## src/rtl/pia_uart_ctrl_if.sv

```systemverilog
// CPU-side register bus between the 6502 bus decode and pia_uart_ctrl.
// The master drives one access strobe per bus cycle; the slave returns registered read data.
interface pia_uart_ctrl_if;
    logic       acc;
    logic       rw;
    logic [1:0] addr;
    logic [7:0] wdata;
    logic [7:0] rdata;

    modport master (output acc, output rw, output addr, output wdata, input rdata);
    modport slave  (input acc, input rw, input addr, input wdata, output rdata);
endinterface

```

## src/rtl/pia_uart_ctrl.sv

```systemverilog
// PIA-style UART controller: RX FIFO with CTS flow control, and a double-buffered
// TX holding register feeding a transmit sequencer for the uart core.
module pia_uart_ctrl #(
    parameter int unsigned RX_AW      = 4,
    parameter int unsigned CTS_MARGIN = 2
) (
    input  logic                 clk,
    input  logic                 res,
    pia_uart_ctrl_if.slave       bus,
    input  logic                 received,
    input  logic [7:0]           rx_byte,
    input  logic                 is_transmitting,
    output logic                 transmit,
    output logic [6:0]           tx_byte,
    output logic                 uart_cts
);
    localparam int unsigned DEPTH = 1 << RX_AW;
    localparam logic [RX_AW:0] FULL_LEVEL = (RX_AW + 1)'(DEPTH);
    localparam logic [RX_AW:0] CTS_LEVEL  = (RX_AW + 1)'(DEPTH - CTS_MARGIN);

    typedef enum logic [1:0] {
        TX_IDLE,
        TX_START,
        TX_WAIT_BUSY,
        TX_WAIT_DONE
    } tx_state_e;

    logic [6:0]       mem_q [DEPTH];
    logic [RX_AW-1:0] wr_ptr_q, wr_ptr_d, rd_ptr_q, rd_ptr_d;
    logic [RX_AW:0]   level_q, level_d;
    logic             rx_ovf_q, rx_ovf_d, tx_ovf_q, tx_ovf_d;
    logic             cts_q, cts_d;
    logic [7:0]       rdata_q, rdata_d;
    logic             hold_full_q, hold_full_d;
    logic [6:0]       hold_data_q, hold_data_d;
    logic [6:0]       tx_byte_q, tx_byte_d;
    logic [1:0]       wait_cnt_q, wait_cnt_d;
    tx_state_e        state_q, state_d;

    logic             rd_acc, wr_acc, empty, full, push, pop;
    logic [31:0]      level_ext;
    logic [4:0]       level_sat;
    logic             unused_bits;

    assign unused_bits = ^{bus.wdata[7], rx_byte[7]};

    always_comb begin
        rd_acc    = bus.acc & bus.rw;
        wr_acc    = bus.acc & ~bus.rw;
        empty     = (level_q == '0);
        full      = (level_q == FULL_LEVEL);
        pop       = rd_acc && (bus.addr == 2'd0) && !empty;
        // A pop on a full FIFO frees the slot the simultaneous push lands in.
        push      = received && (!full || pop);
        level_ext = 32'(level_q);
        level_sat = (level_ext > 32'd31) ? 5'd31 : level_ext[4:0];

        wr_ptr_d  = push ? wr_ptr_q + 1'b1 : wr_ptr_q;
        rd_ptr_d  = pop ? rd_ptr_q + 1'b1 : rd_ptr_q;
        level_d   = level_q;
        if (push && !pop) level_d = level_q + 1'b1;
        if (pop && !push) level_d = level_q - 1'b1;
        cts_d     = (level_q >= CTS_LEVEL);

        rdata_d     = rdata_q;
        rx_ovf_d    = rx_ovf_q;
        tx_ovf_d    = tx_ovf_q;
        hold_full_d = hold_full_q;
        hold_data_d = hold_data_q;
        tx_byte_d   = tx_byte_q;
        wait_cnt_d  = wait_cnt_q;
        state_d     = state_q;

        if (rd_acc) begin
            case (bus.addr)
                2'd0:    rdata_d = empty ? 8'h00 : {1'b1, mem_q[rd_ptr_q]};
                2'd1:    rdata_d = {~empty, 7'b0};
                2'd2:    rdata_d = {hold_full_q, 7'b0};
                default: begin
                    rdata_d  = {rx_ovf_q, tx_ovf_q, 1'b0, level_sat};
                    rx_ovf_d = 1'b0;
                    tx_ovf_d = 1'b0;
                end
            endcase
        end

        if (received && full && !pop) rx_ovf_d = 1'b1;

        case (state_q)
            TX_IDLE: begin
                if (hold_full_q && !is_transmitting) begin
                    state_d   = TX_START;
                    tx_byte_d = hold_data_q;
                end
            end
            TX_START: begin
                hold_full_d = 1'b0;
                wait_cnt_d  = '0;
                state_d     = TX_WAIT_BUSY;
            end
            TX_WAIT_BUSY: begin
                if (is_transmitting) begin
                    state_d = TX_WAIT_DONE;
                end else if (wait_cnt_q == 2'd3) begin
                    state_d  = TX_IDLE;
                    tx_ovf_d = 1'b1;
                end else begin
                    wait_cnt_d = wait_cnt_q + 1'b1;
                end
            end
            default: begin
                if (!is_transmitting) state_d = TX_IDLE;
            end
        endcase

        // A write during START lands in the register START is vacating.
        if (wr_acc && (bus.addr == 2'd2)) begin
            if (!hold_full_q || (state_q == TX_START)) begin
                hold_full_d = 1'b1;
                hold_data_d = bus.wdata[6:0];
            end else begin
                tx_ovf_d = 1'b1;
            end
        end
    end

    always_ff @(posedge clk) begin
        if (push) mem_q[wr_ptr_q] <= rx_byte[6:0];
    end

    always_ff @(posedge clk) begin
        if (!res) begin
            wr_ptr_q    <= '0;
            rd_ptr_q    <= '0;
            level_q     <= '0;
            rx_ovf_q    <= 1'b0;
            tx_ovf_q    <= 1'b0;
            cts_q       <= 1'b0;
            rdata_q     <= '0;
            hold_full_q <= 1'b0;
            hold_data_q <= '0;
            tx_byte_q   <= '0;
            wait_cnt_q  <= '0;
            state_q     <= TX_IDLE;
        end else begin
            wr_ptr_q    <= wr_ptr_d;
            rd_ptr_q    <= rd_ptr_d;
            level_q     <= level_d;
            rx_ovf_q    <= rx_ovf_d;
            tx_ovf_q    <= tx_ovf_d;
            cts_q       <= cts_d;
            rdata_q     <= rdata_d;
            hold_full_q <= hold_full_d;
            hold_data_q <= hold_data_d;
            tx_byte_q   <= tx_byte_d;
            wait_cnt_q  <= wait_cnt_d;
            state_q     <= state_d;
        end
    end

    assign bus.rdata = rdata_q;
    assign transmit  = (state_q == TX_START);
    assign tx_byte   = tx_byte_q;
    assign uart_cts  = cts_q;
endmodule

```

## src/flat_wrapper.sv

```systemverilog
// flat-port wrapper written by rule: the top's interface ports become plain ports
module pia_uart_ctrl_flat 
#(
    parameter int unsigned RX_AW      = 4,
    parameter int unsigned CTS_MARGIN = 2
)
  (clk, res, received, rx_byte, is_transmitting, transmit, tx_byte, uart_cts, bus_acc, bus_rw, bus_addr, bus_wdata, bus_rdata);
  pia_uart_ctrl_if bus_i ();
  input  logic clk;
  input  logic res;
  input  logic received;
  input  logic [7:0] rx_byte;
  input  logic is_transmitting;
  output logic transmit;
  output logic [6:0] tx_byte;
  output logic uart_cts;
  input wire logic [$bits(bus_i.acc)-1:0] bus_acc;
  input wire logic [$bits(bus_i.rw)-1:0] bus_rw;
  input wire logic [$bits(bus_i.addr)-1:0] bus_addr;
  input wire logic [$bits(bus_i.wdata)-1:0] bus_wdata;
  output wire logic [$bits(bus_i.rdata)-1:0] bus_rdata;
  assign bus_i.acc = bus_acc;
  assign bus_i.rw = bus_rw;
  assign bus_i.addr = bus_addr;
  assign bus_i.wdata = bus_wdata;
  assign bus_rdata = bus_i.rdata;
  pia_uart_ctrl #(.RX_AW(RX_AW), .CTS_MARGIN(CTS_MARGIN)) u_core (.clk(clk), .res(res), .bus(bus_i), .received(received), .rx_byte(rx_byte), .is_transmitting(is_transmitting), .transmit(transmit), .tx_byte(tx_byte), .uart_cts(uart_cts));
endmodule
```

## config.mk

```make
export PLATFORM = sky130hd
export DESIGN_NAME = pia_uart_ctrl_flat
export DESIGN_NICKNAME = d
export VERILOG_FILES = /design/src/rtl/pia_uart_ctrl_if.sv /design/src/rtl/pia_uart_ctrl.sv /design/src/flat_wrapper.sv
export SDC_FILE = /design/constraint.sdc
export NUM_CORES = 1
export LEC_CHECK = 0
export CAP_MARGIN = 20
export CORE_MARGIN = 5
export CORE_UTILIZATION = 35
export DETAILED_ROUTE_END_ITERATION = 6
export GPL_ROUTABILITY_DRIVEN = 1
export PLACE_DENSITY_LB_ADDON = 0.2
export SYNTH_ARGS = -nofsm -noshare
export SYNTH_HDL_FRONTEND = slang
export SYNTH_SLANG_ARGS = --single-unit
```

## constraint.sdc

```tcl
create_clock -name clk -period 3.8 [get_ports clk]
set_input_delay 0.57 -clock clk [delete_from_list [all_inputs] [get_ports clk]]
set_output_delay 0.57 -clock clk [all_outputs]
set_load 0.005 [all_outputs]
```

==> results of run 1 <==
[path summary, 6_finish.rpt]
check                                           to  depth (start not counted)
worst min register to register   u_core.tx_byte[6]                          2
worst min-delay path             u_core.tx_byte[6]                          2
worst max-delay path            u_core.mem_q[7][6]                          6
worst max register to register   u_core.level_q[4]                          9
[registers in the layout, summed over array words and instances (netlist names), named ones only]
name	flops
u_core.mem_q	112
u_core.bus.rdata	8
u_core.hold_data_q	7
u_core.tx_byte	7
u_core.level_q	5
u_core.rd_ptr_q	4
u_core.wr_ptr_q	4
u_core.state_q	2
u_core.wait_cnt_q	2
u_core.hold_full_q	1
u_core.rx_ovf_q	1
u_core.tx_ovf_q	1
u_core.uart_cts	1
[layout by cell type, fill, tap and decap left out, types with 2 or more instances in the layout]
cell                                n
sky130_fd_sc_hd__a211oi_1           8
sky130_fd_sc_hd__a21boi_0           3
sky130_fd_sc_hd__a21boi_1           2
sky130_fd_sc_hd__a21oi_1           12
sky130_fd_sc_hd__a22o_1            12
sky130_fd_sc_hd__and2_1            10
sky130_fd_sc_hd__buf_4             26
sky130_fd_sc_hd__clkbuf_1           2
sky130_fd_sc_hd__clkbuf_16         17
sky130_fd_sc_hd__clkdlybuf4s50_1   38
sky130_fd_sc_hd__clkinv_1           2
sky130_fd_sc_hd__clkinv_2           3
sky130_fd_sc_hd__clkinv_4           2
sky130_fd_sc_hd__clkinvlp_4         3
sky130_fd_sc_hd__dfxtp_1           46
sky130_fd_sc_hd__edfxtp_1         112
sky130_fd_sc_hd__ha_1               8
sky130_fd_sc_hd__inv_1              5
sky130_fd_sc_hd__mux2i_1           27
sky130_fd_sc_hd__mux4_2            28
sky130_fd_sc_hd__nand2_1           13
sky130_fd_sc_hd__nand2b_1           4
sky130_fd_sc_hd__nand4_1            2
sky130_fd_sc_hd__nand4bb_1          2
sky130_fd_sc_hd__nor2_1            19
sky130_fd_sc_hd__nor2b_1           29
sky130_fd_sc_hd__nor3_1             6
sky130_fd_sc_hd__o21ai_0            8
sky130_fd_sc_hd__o311ai_0           2
sky130_fd_sc_hd__or3_1              3
sky130_fd_sc_hd__xnor2_1            6
sky130_fd_sc_hd__xor2_1             3
[per-stage QoR]
stage	utilization	cell area (µm²)
finish	0.429	7770
global placement	0.400	7240
CTS	0.429	7770
detailed placement	0.400	7240
global route	0.429	7770
floorplan	-	6480
[critical path: stages]
cell	delay, ns
sky130_fd_sc_hd__clkdlybuf4s50_1	0.50
sky130_fd_sc_hd__nand4bb_1	0.46
sky130_fd_sc_hd__a31oi_2	0.61
sky130_fd_sc_hd__nand2_1	0.29
sky130_fd_sc_hd__nor2_1	0.37
sky130_fd_sc_hd__buf_4	0.22
[power breakdown]
part / internal (mW) / switching, mW / total (mW) / leakage (nW)
Clock: 0.887 / 0.662 / 1.55 / 0.250
Sequential: 1.88 / 0.0217 / 1.90 / 1.39
Combinational: 0.0876 / 0.0963 / 0.184 / 0.862
Total: 2.86 / 0.780 / 3.64 / 2.50
[kinds of logic after synthesis]
kind of cell,Yosys count
buffers and inverters,29
muxes,55
AOI/OAI and AO/OA,58
DFF,159
xor gates and xnor gates,9
adders and majority gates,8
and+or+nand+nor,93
[area by class of cell]
type	count	area, µm²	share of cell area
Tap cell	229	287	0.0369
Timing Repair Buffer	64	576	0.0741
Sequential cell	159	4310	0.554
Clock buffer	19	433	0.0557
Inverter	5	18.8	0.00242
Clock inverter	12	97.6	0.0126
Multi-Input combinational cell	223	2050	0.264
[routing by layer]
layer | global-route usage | wire (µm) | up-vias
li1 | - | - | 1687
met1 | 0.168 | 6130 | 1820
met2 | 0.219 | 6760 | 71
met3 | 0.0406 | 609 | 11
met4 | 0.0353 | 104 | 0
met5 | 0 | 0 | -
==> results.txt, run 1 <==
- Share of final-layout standard cells stronger than drive strength 1: 0.187
- DRC violation count after routing: 0
- Setup repair after global routing left no endpoint under its margin.
- Tracing the worst setup path back leads to its startpoint at bus_addr[1].
- In the synthesized netlist, the cells that appear most often are 112 x sky130_fd_sc_hd__edfxtp_1, 47 x sky130_fd_sc_hd__dfxtp_1, 29 x sky130_fd_sc_hd__nor2b_1, 28 x sky130_fd_sc_hd__mux4_2, 27 x sky130_fd_sc_hd__mux2i_1.
- Cell row count: 49
- Synth async-reset ratio: 0
- Starting DRT DRC Count: 137
- Total Die Area: 0.0213 mm²
- Post-route insts no fill: 711
* Global-route wire length before repair: 21.1 mm
* Number of filler instances in the final layout: 1,616
* Peak supply drop: 0.320 mV
- The share of the Yosys chip area taken by registers is 0.664.
- The final layout contains routed wiring with a total length of 13.6 mm.
- Synthesis-to-layout area growth: 19.9%
* Areal power density over the cells: 468 mW/mm²
- After synthesis, the mean cell area works out to 15.8 µm².
- Worst min-delay path category: reg -> reg
* Number of instances in the synthesized netlist: 411
- 41 I/O pins were placed.
* Top post-synthesis cells by area: sky130_fd_sc_hd__edfxtp_1 52%, sky130_fd_sc_hd__dfxtp_1 15%, sky130_fd_sc_hd__mux4_2 9.7%
- Status: completed
- Post-synth top flop: sky130_fd_sc_hd__edfxtp_1
- The initial antenna violation count came to 0.
- Synthesized-area fraction occupied by adder cells: 0.0154
- The worst setup path is launched from a primary input.
- Post-Synthesis Net Count: 443
* Yosys reg bits: 159
- Die span in x: 146 µm
- Summed over all instances, the cell type with the most area after synthesis is sky130_fd_sc_hd__edfxtp_1.
- Setup violations remaining at the end of the flow were counted as 0.
- Gates resized during post-CTS repair numbered 0.
- The startpoint identified for the worst hold timing path is u_core.tx_byte[6].
- At the pin with the least slew margin, the transition time is 0.991 ns.
- At the end of the flow, the number of nets in the layout was 502.
- Fin crit share: 0.762
- Buffers inserted during clock tree synthesis total 17.
- The initial utilization of the core area, before any placement, comes to 0.358.
- After synthesis, the share of cell area in mux cells is 0.139.
- CP Data Required Time: 3.93 ns
- Number of I/O port buffers: 38
- In this run the register-to-register setup slack is 1.25 ns.
* Cell count after placement: 680
- Endpoints failing hold: 0
- Summing internal, switching and leakage power gives 3.64 mW.
- Gp weighted congestion: 0.762
- Count of H-tree levels built during CTS: 4
- Smallest setup slack after layout: 0.906 ns
* Pleak: 2.50 nW
* Diodes inserted: 0
* Remaining number of nets flagged by the antenna check after routing: 0
- Entering global routing, the biggest net connects 28 pins.
* Crit path arrival time: 3.03 ns
- Summed over all failing endpoints, the final setup total negative slack is 0 ns.
* Beginning of the worst register-to-register path: u_core.level_q[1]
- Largest buffer count on any clock path: 2
- Hold timing on the final database bottoms out at a slack of 0.518 ns.
* Number of hold-repair buffers added at the cts stage: 0
- Clock-pin slew was measured on the worst setup and hold paths at 0.06 ns.
- Number of flops mapped to enable cells by yosys: 112
- The region available for standard cell placement spans 0.0181 mm².
- Clock skew: 0.00719 ns
- Dpl hpwl: 9.01 mm
* Syn Std Cell Area: 0.00648 mm²
- Along the worst path, the maximum fanout reaches 8.
- Count of pins over their slew limit: 0
* Main combinational cell family by area after synthesis: multiplexers
- Worst-case setup slack after placement: 0.512 ns
* Yosys warning total: 0
- Post-CTS timing repair inserted 0 buffers for setup.
* Chip Height: 146 µm
- For this run the aggregate overflow at the end of global routing stands at 0.
- TritonCTS clock tree: built
- The clock reaches the later pin of the worst-skew pair after 0.42 ns.
- Via Count: 3,589
* Count of distinct cell types in the synthesized netlist: 45
- Routed length per placed instance: 19.1 µm
- The critical path in this run is classified as in -> reg.
- Dividing the detail-routed via count by the number of cells gives 5.05.
- Of the total synthesized cell area, the portion taken by AND, OR, NAND and NOR gates is 0.0805.
* XOR/XNOR Fraction of Synth Area: 0.0122
- Sinks on Clock Net: 159
- For this run, the top clock speed supported by timing is 345 MHz.
- Library cell with the highest instance count after synthesis: sky130_fd_sc_hd__edfxtp_1
- Across the run, the number of max-cap violations was 0.
- Pre-antenna DRT Iters: 4
* Vias in the first global route: 3,707
* Clock period minus final worst setup slack: 2.89 ns
- The root buffer cell chosen for the clock tree is sky130_fd_sc_hd__clkbuf_16.
- Worst relative slew slack: 0.339
- Share of the synthesized area in the top cell type: 0.519
- The worst setup path is captured at a flop.
- For this run, the total global-route usage over all layers was measured as 0.131.
* Synthesized-area fraction occupied by ao, oa, aoi and oai cells: 0.0684
Power figures use the tool's default switching activity.
==> inputs of run 2 (changes only) <==
==> constraint.sdc (replaced) <==
create_clock -name clk -period 2.9 [get_ports clk]
set_input_delay 0.435 -clock clk [delete_from_list [all_inputs] [get_ports clk]]
set_output_delay 0.435 -clock clk [all_outputs]
set_load 0.005 [all_outputs]
==> results.txt, run 2 (same netlist as run 1, synthesis figures left out) <==
- Status: completed
- Endpoints failing hold: 0
- The share of total power dissipated in combinational logic is 0.050.
- Via Count: 3,581
- At the pin with the least slew margin, the transition time is 0.660 ns.
- Remaining number of nets flagged by the antenna check after routing: 0
- Chip Height: 146 µm
- Number of antenna violations at the first check in global routing: 0
* CP Data Required Time: 3.25 ns
* Register share of total power: 0.496
- Pleak: 2.58 nW
* Peak supply drop: 0.433 mV
- Number of nets at the end of the flow: 510
- Count of boundary I/O pins: 41
- Maximum number of pins on one net before global-route repair: 29
* Vias in the first global route: 3,686
* Root Driver: sky130_fd_sc_hd__clkbuf_16
- The clock passes through at most 2 buffers.
* Global-route wire length before repair: 21.0 mm
- Clock latency reported for the late side of the worst-skew pair: 0.42 ns
- Synthesis-to-layout area growth: 22.0%
* Routed wire length: 13.0 mm
- Internal power summed over all cells: 4.01 mW
- Smallest setup slack after layout: 0.440 ns
- Hold repair after CTS inserted 0 buffers.
* Most flop-heavy register: u_core.mem_q
- Floorplan Core Area: 0.0181 mm²
- For this configuration, the core starts out at a cell density of 0.358.
* Sw frac: 0.200
- At the placement stage, the worst setup path has a slack of 0.0872 ns.
- Total of endpoints with negative setup slack in the final report: 0
* Ratio of routed vias to standard cells: 4.98
- Dividing the detail-routed wire length by the instance count gives 18.1 µm.
- Final setup TNS: 0 ns
- Buffers placed on the I/O ports in this run total 38.
- The register with the most flip-flops in the layout has 112 of them.
- The number of max-slew violations in the final report came to 0.
* Post-CTS clock slew at the launch and capture registers of the worst setup and hold paths: 0.06 ns
- Gp weighted congestion: 0.742
- Worst relative slew slack: 0.560
* Clock period minus final worst setup slack: 2.46 ns
- Total CTS buffers: 17
* Largest fanout on the critical path: 7
- CTS-repair resized insts: 0
* DRC violation count after routing: 0
- Most common cell after layout, fill and taps aside: sky130_fd_sc_hd__edfxtp_1
* Cell row count: 49
* Most frequent cells in the layout: 112 x sky130_fd_sc_hd__edfxtp_1, 46 x sky130_fd_sc_hd__dfxtp_1, 38 x sky130_fd_sc_hd__clkdlybuf4s50_1, 33 x sky130_fd_sc_hd__buf_4, 29 x sky130_fd_sc_hd__nor2b_1
- The clock tree synthesis step divided the H-tree into 4 levels.
* Crit path arrival time: 2.81 ns
* Kind of end point of the critical path: flop
- After the first detailed-routing iteration, the DRC count stood at 219.
- Across the routed clock network, the largest skew measured is 0.00827 ns.
- Areal power density over the cells: 634 mW/mm²
- For this run, the total global-route usage over all layers was measured as 0.129.
- Global routing finished with a remaining overflow of 0.
- TritonCTS built the clock tree.
* Pre-antenna DRT Iters: 4
- Diodes inserted: 0
- The tool flagged a number of max-cap violations equal to 0.
- In the final layout, the share of cells above drive strength 1 is 0.196.
* Dpl hpwl: 8.61 mm
- Based on the critical path, the design can be clocked at up to 406 MHz.
- Number of filler instances in the final layout: 1,588
- Worst min-delay path category: reg -> reg
* Sinks on Clock Net: 159
- After clock tree synthesis, the setup repair step added 0 buffers.
* Unrepaired setup endpoints after global routing: no
- Launching element type of the critical path: flop
- Summed over all nets, the switching power comes to 1.00 mW.
- Clock network fraction of total power: 0.453
- The critical path in this run is classified as reg -> reg.
- Fin crit share: 0.848
- In this run the horizontal extent of the chip is 146 µm.
- The die covers 0.0213 mm².
run 2: layout make-up:
cell class	count	area, µm²	area share
Multi-Input combinational cell	223	2050	0.259
Inverter	5	18.8	0.00237
Clock buffer	18	429	0.0543
Sequential cell	159	4310	0.544
Clock inverter	13	169	0.0214
Tap cell	229	287	0.0362
Timing Repair Buffer	72	648	0.0820
run 2: worst max-delay path, stage by stage, from the launching register on:
cell	delay [ns]
sky130_fd_sc_hd__dfxtp_1	0.39
sky130_fd_sc_hd__nor4_4	0.53
sky130_fd_sc_hd__a211oi_4	0.13
sky130_fd_sc_hd__xor2_1	0.16
sky130_fd_sc_hd__ha_1	0.19
sky130_fd_sc_hd__or3_1	0.31
sky130_fd_sc_hd__a21oi_1	0.15
sky130_fd_sc_hd__mux2i_1	0.09
sky130_fd_sc_hd__or3_1	0.31
sky130_fd_sc_hd__a21boi_1	0.13
run 2: layer usage:
| metal | vias to the layer above | global-route usage | routed length [µm] |
|---|---|---|---|
| li1 | 1714 | - | - |
| met1 | 1778 | 0.165 | 5900 |
| met2 | 85 | 0.211 | 6410 |
| met3 | 4 | 0.0366 | 671 |
| met4 | 0 | 0.0466 | 57 |
| met5 | - | 0 | 0 |
run 2: final timing paths:
check               startpoint           endpoint  slack (ns)  cells after the start
max          u_core.level_q[0]  u_core.level_q[4]        0.44                      9
min            u_core.rx_ovf_q    u_core.rx_ovf_q        0.49                      2
min reg2reg    u_core.rx_ovf_q    u_core.rx_ovf_q        0.49                      2
max reg2reg  u_core.level_q[0]  u_core.level_q[4]        0.44                      9
run 2: stage by stage:
step | utilization | power, mW | hold slack (ns) | instances | cell area (µm²)
after floorplan | - | 2.67 | 0.455 | 411 | 6480
after global placement | 0.404 | 2.78 | 0.493 | 688 | 7310
after detailed placement | 0.404 | 2.79 | 0.489 | 688 | 7310
after CTS | 0.437 | 5.08 | 0.503 | 719 | 7910
after global routing | 0.437 | 5.20 | 0.543 | 719 | 7910
final | 0.437 | 5.01 | 0.494 | 719 | 7910
run 2: power by group through the flow:
stage          clock, mW  sequential, mW  combinational, mW
2_1_floorplan          0            2.53              0.149
3_3_place_gp           0            2.53              0.252
3_5_place_dp           0            2.53              0.255
4_1_cts             2.33            2.49              0.257
5_1_grt             2.43            2.49              0.280
6_report            2.27            2.49              0.252
